## config.mk

```make
export PLATFORM = sky130hd
export DESIGN_NAME = uart_tx_engine
export DESIGN_NICKNAME = d
export VERILOG_FILES = /design/src/rtl/uart_pkg.sv /design/src/rtl/uart_baud_tick.sv /design/src/rtl/uart_tx_engine.sv
export SDC_FILE = /design/constraint.sdc
export NUM_CORES = 1
export LEC_CHECK = 0
export BUFFER_PORTS_ARGS = -buffer_cell sky130_fd_sc_hd__buf_2
export CORE_AREA = 2 2 65 67
export CTS_CLUSTER_DIAMETER = 60
export DETAILED_ROUTE_END_ITERATION = 6
export DIE_AREA = 0 0 67 69
export SLEW_MARGIN = 0
export SYNTH_ARGS = -nofsm -noshare
export SYNTH_HDL_FRONTEND = slang
export SYNTH_HIERARCHICAL = 1
export SYNTH_SLANG_ARGS = --single-unit
```

## constraint.sdc

```tcl
create_clock -name clk -period 5.3 [get_ports clk]
set_input_delay 1.06 -clock clk [delete_from_list [all_inputs] [get_ports clk]]
set_output_delay 1.06 -clock clk [all_outputs]
set_load 0.01 [all_outputs]
```

## src/rtl/uart_pkg.sv

```systemverilog
`default_nettype none
// ============================================================================
// Module      : uart_pkg
// Description : Shared types, constants and the parity helper for the UART
//               transmit engine.
// Revision    : 1.0 - initial release
// ============================================================================
package uart_pkg;

    localparam logic [1:0] PARITY_NONE = 2'd0;
    localparam logic [1:0] PARITY_EVEN = 2'd1;
    localparam logic [1:0] PARITY_ODD  = 2'd2;

    // Widest supported data word; narrower words are zero-extended to this.
    localparam int MAX_DATA_BITS = 9;

    typedef enum logic [2:0] {
        IDLE   = 3'd0,
        START  = 3'd1,
        DATA   = 3'd2,
        PARITY = 3'd3,
        STOP   = 3'd4
    } tx_state_t;

    // Zero-extension of narrow words leaves the XOR unchanged.
    function automatic logic parity_bit(input logic [MAX_DATA_BITS-1:0] data,
                                        input logic [1:0]               mode);
        case (mode)
            PARITY_EVEN: return ^data;
            PARITY_ODD:  return ~(^data);
            default:     return 1'b0;
        endcase
    endfunction

endpackage
`default_nettype wire

```

## src/rtl/uart_baud_tick.sv

```systemverilog
`default_nettype none
// ============================================================================
// Module      : uart_baud_tick
// Description : Bit-period counter. Counts 0..CLKS_PER_BIT-1 and flags the
//               terminal count as the bit-end tick. Restarts on clear.
// Revision    : 1.0 - initial release
// ============================================================================
module uart_baud_tick #(
    parameter int CLKS_PER_BIT = 868
) (
    input  logic clk,
    input  logic reset_n,
    input  logic clear,
    output logic tick
);

    localparam int CNT_W = $clog2(CLKS_PER_BIT);
    localparam logic [CNT_W-1:0] LAST_COUNT = CNT_W'(CLKS_PER_BIT - 1);

    logic [CNT_W-1:0] count;

    // Free-running modulo counter, forced to zero when a frame is accepted.
    always_ff @(posedge clk) begin
        if (!reset_n) begin
            count <= '0;
        end else if (clear || (count == LAST_COUNT)) begin
            count <= '0;
        end else begin
            count <= count + CNT_W'(1);
        end
    end

    assign tick = (count == LAST_COUNT);

endmodule
`default_nettype wire

```

## src/rtl/uart_tx_engine.sv

```systemverilog
`default_nettype none
// ============================================================================
// Module      : uart_tx_engine
// Description : UART transmit serializer with valid/ready byte handshake,
//               internal baud divider, optional parity and 1 or 2 stop bits.
// Revision    : 1.0 - initial release
// ============================================================================
module uart_tx_engine
    import uart_pkg::*;
#(
    parameter int DATA_BITS    = 8,
    parameter int CLKS_PER_BIT = 868,
    parameter int PARITY_MODE  = 0,
    parameter int STOP_BITS    = 1
) (
    input  logic                 clk,
    input  logic                 reset_n,
    input  logic [DATA_BITS-1:0] tx_data,
    input  logic                 tx_valid,
    output logic                 tx_ready,
    output logic                 tx_serial,
    output logic                 tx_busy,
    output logic                 tx_done
);

    // Reject unsupported configurations at elaboration.
    if (PARITY_MODE < 0 || PARITY_MODE > 2) begin : g_bad_parity
        $error("uart_tx_engine: PARITY_MODE must be 0, 1 or 2");
    end
    if (DATA_BITS < 5 || DATA_BITS > MAX_DATA_BITS) begin : g_bad_data_bits
        $error("uart_tx_engine: DATA_BITS must be in 5..9");
    end
    if (STOP_BITS < 1 || STOP_BITS > 2) begin : g_bad_stop_bits
        $error("uart_tx_engine: STOP_BITS must be 1 or 2");
    end
    if (CLKS_PER_BIT < 2) begin : g_bad_clks
        $error("uart_tx_engine: CLKS_PER_BIT must be at least 2");
    end

    localparam int IDX_W = $clog2(DATA_BITS);
    localparam logic [IDX_W-1:0] LAST_IDX  = IDX_W'(DATA_BITS - 1);
    localparam logic             LAST_STOP = 1'(STOP_BITS - 1);
    localparam logic [1:0]       PMODE     = 2'(PARITY_MODE);

    tx_state_t            state;
    logic [DATA_BITS-1:0] shreg;
    logic [IDX_W-1:0]     bit_idx;
    logic                 stop_idx;
    logic                 par;
    logic                 tick;
    logic                 accept;

    // Status comes from the registered state only.
    assign tx_ready = (state == IDLE);
    assign tx_busy  = ~tx_ready;
    assign accept   = tx_valid & tx_ready;

    uart_baud_tick #(
        .CLKS_PER_BIT(CLKS_PER_BIT)
    ) u_baud (
        .clk     (clk),
        .reset_n (reset_n),
        .clear   (accept),
        .tick    (tick)
    );

    // Frame sequencer: the line value for the next bit is registered on the
    // same edge that moves the state, so the line only changes on bit ends.
    always_ff @(posedge clk) begin
        if (!reset_n) begin
            state     <= IDLE;
            shreg     <= '0;
            bit_idx   <= '0;
            stop_idx  <= 1'b0;
            par       <= 1'b0;
            tx_serial <= 1'b1;
            tx_done   <= 1'b0;
        end else begin
            tx_done <= 1'b0;
            case (state)
                IDLE: begin
                    if (tx_valid) begin
                        shreg     <= tx_data;
                        par       <= parity_bit(MAX_DATA_BITS'(tx_data), PMODE);
                        bit_idx   <= '0;
                        stop_idx  <= 1'b0;
                        tx_serial <= 1'b0;
                        state     <= START;
                    end
                end
                START: begin
                    if (tick) begin
                        tx_serial <= shreg[0];
                        state     <= DATA;
                    end
                end
                DATA: begin
                    if (tick) begin
                        if (bit_idx == LAST_IDX) begin
                            if (PARITY_MODE != 0) begin
                                tx_serial <= par;
                                state     <= PARITY;
                            end else begin
                                tx_serial <= 1'b1;
                                state     <= STOP;
                            end
                        end else begin
                            bit_idx   <= bit_idx + IDX_W'(1);
                            shreg     <= shreg >> 1;
                            tx_serial <= shreg[1];
                        end
                    end
                end
                PARITY: begin
                    if (tick) begin
                        tx_serial <= 1'b1;
                        state     <= STOP;
                    end
                end
                STOP: begin
                    if (tick) begin
                        if (stop_idx == LAST_STOP) begin
                            tx_done <= 1'b1;
                            state   <= IDLE;
                        end else begin
                            stop_idx <= 1'b1;
                        end
                    end
                end
                default: begin
                    tx_serial <= 1'b1;
                    state     <= IDLE;
                end
            endcase
        end
    end

endmodule
`default_nettype wire

```

Yosys cells after proc, flatten, opt, wreduce, memory -nomap -nowiden
Index checks and enable logic that the tools add are counted.
{ "op_classes": {"n_addsub": 2, "eq_ne": 14, "muxes": 26, "n_bitwise": 4, "n_reduce_logical": 10} }
{ "ops": {"columns": ["op", "count"], "rows": [
  ["two-way mux 3 bit", 10],
  ["two-way mux 8 bit", 3],
  ["!= test 2 bit (second input constant)", 8],
  ["case mux 8 bit (2 select lines)", 1],
  ["case mux 3 bit (5 select lines)", 1],
  ["adder 10 x 1 -> 10 bit (second input constant)", 1],
  ["== test 10 bit (second input constant)", 1],
  ["two-way mux 1 bit", 8],
  ["AND reduction 7 bit", 1],
  ["== test 3 x 2 -> 1 bit (second input constant)", 2],
  ["== test 3 bit (second input constant)", 2],
  ["case mux 3 bit (2 select lines)", 1],
  ["AND reduction 3 bit", 2],
  ["case mux 1 bit (5 select lines)", 1],
  ["AND reduction 5 bit", 1],
  ["AND reduction 4 bit", 1],
  ["nonzero test 2 bit", 2],
  ["adder 3 x 1 -> 3 bit (second input constant)", 1],
  ["== test 3 x 1 -> 1 bit (second input constant)", 1],
  ["logical NOT 3 bit", 1],
  ["inverter 1 bit", 3],
  ["case mux 1 bit (2 select lines)", 1],
  ["OR reduction 2 bit", 1],
  ["bitwise AND 1 bit", 1],
  ["logical OR 1 bit", 1]
]} }
{ "totals": {"regBits": 27, "input_bits": 11, "output_inout_bits": 4} }

Longest topological paths before layout
{ "logic_depth": {"word_depth": 4, "depth_mapped": 9, "mapped_depth_nobuf": 7} }

Modules after synthesis
Netlist, hierarchy kept.
{ "by_module_without_submodules": {"columns": ["mod", "n_inst", "cells_each", "area_each_um2", "seq_area_each_um2"], "rows": [
  ["uart_tx_engine", 1, 87, 827.0, 320.3],
  ["uart_baud_tick", 1, 53, 454.2, 200.2]
]} }

Worst setup path before layout
No wires, ideal clock.
{ "synth_path": {"path_type": "reg2out", "start": "reg state[1]", "end": "out tx_ready", "arrival_ns": 1.103, "required_ns": 4.240, "path_slack_ns": 3.137, "stages_incl_launch_ff": 5, "path_buffers": 2, "path_cell_list": "dfxtp_1 > buf_4 > buf_2 > or3_1 > inv_1"} }
{ "synth_between": {"elab_chain_len": 1} }
{ "synth_lines": {"columns": ["item", "line", "text"], "rows": [
  ["start: declaration", "uart_tx_engine.sv:45", "tx_state_t state;"],
  ["start signal: assignment", "uart_tx_engine.sv:71", "state <= IDLE;"],
  ["start signal: assignment", "uart_tx_engine.sv:88", "state <= START;"],
  ["start signal: assignment", "uart_tx_engine.sv:94", "state <= DATA;"],
  ["logical NOT 3 bit", "uart_tx_engine.sv:54", "assign tx_ready = (state == IDLE);"],
  ["end: declaration", "uart_tx_engine.sv:20", "output logic tx_ready,"]
]} }
No other way between the ends.

Worst setup path after layout
Ends and elaborated chain as after synthesis.

==> metrics <==
status=finished clean; post-route ant nets=0; grt total ovfl=0; final hold violation count=0; Clk Latency, worst-skew pair=0.27 ns; drt total wl=2510 µm; largest area contributor in the netlist=dfxtp_1; WHS Path Cells=2; top post-synthesis cells by count=26 x dfxtp_1, 16 x nand2_1, 13 x nor2_1; fin crit period=2.54 ns; slowest stage delay, CP=0.83 ns; Post-synth EDFFs=0; syn nets=154; R2R depth=6; pwr/cell area=250 nW/µm²; largest net degree at the start of global routing=21; total die area=4620 µm²; asr flop ratio synth=0%; Std-Cell Rows=23; Starting Density=32.7%; clk slew on worst S/H paths=0.09 ns; Mapped Area=1280 µm²; drt drc=0; Worst Path Required=4.24 ns; largest cells by area after synthesis=dfxtp_1 41%, o221a_2 6.2%, mux2i_1 5.5%, nand2_1 4.7%, nor2_1 3.8%; count leader, synth=dfxtp_1; routed vias=1020; Tightest Hold Check Type=reg -> reg; Post-CTS Setup Bufs=0; Synth warnings=6; die height=69 µm; synth-to-layout area growth=9.77%; Iteration-0 DRC Markers=46; # IOs=15; Max-cap violations=0; register area share after synthesis=40.6%; initial antenna violation count=0; final instance area=1410 µm²; clk_skew=0.00371 ns; clock root cell=clkbuf_8; Tightest Pin Transition=0.783 ns; slowest cell on the critical path=dfxtp_1; Synth top area share=40.6%; type of origin of the critical path=register; final setup vio count=0; Synth cell types=41; core area=3910 µm²; CP Class=reg -> out; Hold Buf Count CTS=0; most common flop cell mapped by yosys=dfxtp_1; dpl cell area=1370 µm²; worst-path cell chain=or3_1 -> inv_1 -> buf_2; P_leak=0.508 nW; final setup TNS=0 ns; CTS tree=yes; post-CTS sizing=0; CTS Buf Count=3; total track usage=12.2%; Synth Register Bits=26; fmax=0.394 GHz; R2R Setup Slk=2.87 ns; worst-path fanout max=20; Avg Cell Area, Syn=9.15 µm²; fin nets=164; Mapped Cells=140; Worst setup EP type=output port; Antenna diodes=0; Final HPWL DP=1830 µm; GPL Wtd Cong=0.733; count of port buffers added during placement=14; arrival time worst endpoint=1.48 ns; share of cells above drive strength 1=20.9%; worst vdd ir=0.120 mV; die width=67 µm; Final period util=47.9%; Clock Sinks=26; vias in the first global route=1015; RSZ-0062 raised after global routing=no; first-pass GRT wire length=4480 µm; clock buffer depth=2; Slew Limit Fails=0; Slew headroom=47.8%; H-tree Lvls=1; average routed wire per standard cell=12.7 µm; Vias/cell=5.15; total iterations of the first detailed-routing run=4; fillers=424
## logic make-up (layout without fill, tap and decap cells)
logic type               Yosys count  after routing  share of synthesized area [%]
flip-flops                        26             26                           40.6
AO/OA/AOI/OAI                     25             25                           15.7
XOR/XNOR                           5              5                           3.42
multiplexers                       8              8                           6.35
adder cells (fa/ha/maj)            3              3                           2.93
buffers and inverters             12             20                           4.69
AND/OR/NAND/NOR                   61             61                           26.3
## power breakdown
part / total (mW) / internal (mW) / switching, mW
registers: 0.209 / 0.203 / 0.00638
logic: 0.0326 / 0.0162 / 0.0165
clock network: 0.109 / 0.0509 / 0.0586
total: 0.351 / 0.270 / 0.0814
## cells in the final DEF (no fill, tap or decap), drive strengths merged
master   synthesis  routed
or3b             1       1
a21oi            5       5
o21bai           1       1
a31oi            2       2
or2              1       1
nand3            7       7
o221a            7       7
nand2b           4       4
nor4b            3       3
and2             1       1
mux2i            7       7
xnor2            2       2
a22oi            1       1
nor3b            1       1
nor2            13      13
nor2b            1       1
o21ai            4       4
ha               3       3
nand4b           1       1
dfxtp           26      26
and4             3       3
mux2             1       1
or3              2       2
o21a             1       1
xor2             3       3
o2bb2ai          2       2
or4b             1       1
inv              3       3
nand3b           3       3
nand4            1       1
clkbuf           4       3
o41ai            1       1
o32ai            1       1
buf              5      14
nor3             2       2
nand2           16      16
## metal layers
layer  part of all wire, %  wire length (µm)  GRT usage, %  vias up
met5                     0                 0             0        -
met4                  0.64                16          2.72        0
met1                    46              1160          14.8      487
met2                    49              1230          20.6       13
li1                      -                 -             -      518
met3                   4.1               102          3.92        2
## layout make-up
cell class	instances	area, µm²	share of cell area (%)
clock buffers	3	41.3	2.94
inverters	3	11.3	0.801
multi-input cells	102	701	49.8
flip-flops and latches	26	520	37.0
well taps	50	62.6	4.45
repair buffers	14	70.1	4.98
## per-stage QoR
stage                     worst slack [ns]  std cells  hold slack [ns]  power (mW)  util (%)
after floorplan                       3.14        140            0.426       0.237         -
after global placement                2.97        195            0.444       0.245      34.9
after detailed placement              2.89        195            0.463       0.247      34.9
after CTS                             2.75        198            0.480       0.357      35.9
after global routing                  2.59        198            0.505       0.368      35.9
final                                 2.76        198            0.478       0.351      35.9
## worst max-delay path: cells and delay by family, from the launching register on
kind,cells,cell delay [ns]
buf+inv,2,0.17
flops,1,0.83
simple gates,1,0.22
## state kept, by name, summed over array words and instances, names as in the netlist
name,flops
bit_idx,3
shreg,8
state,3
tx_done,1
tx_serial,1
u_baud/count,10
## final timing paths
check | start | endpoint
hold / removal | bit_idx[2] | bit_idx[2]
setup / recovery | state[1] | tx_ready
hold reg to reg | bit_idx[2] | bit_idx[2]
setup reg to reg | u_baud/count[3] | shreg[4]
No activity file was read; power rests on OpenSTA's default activity.
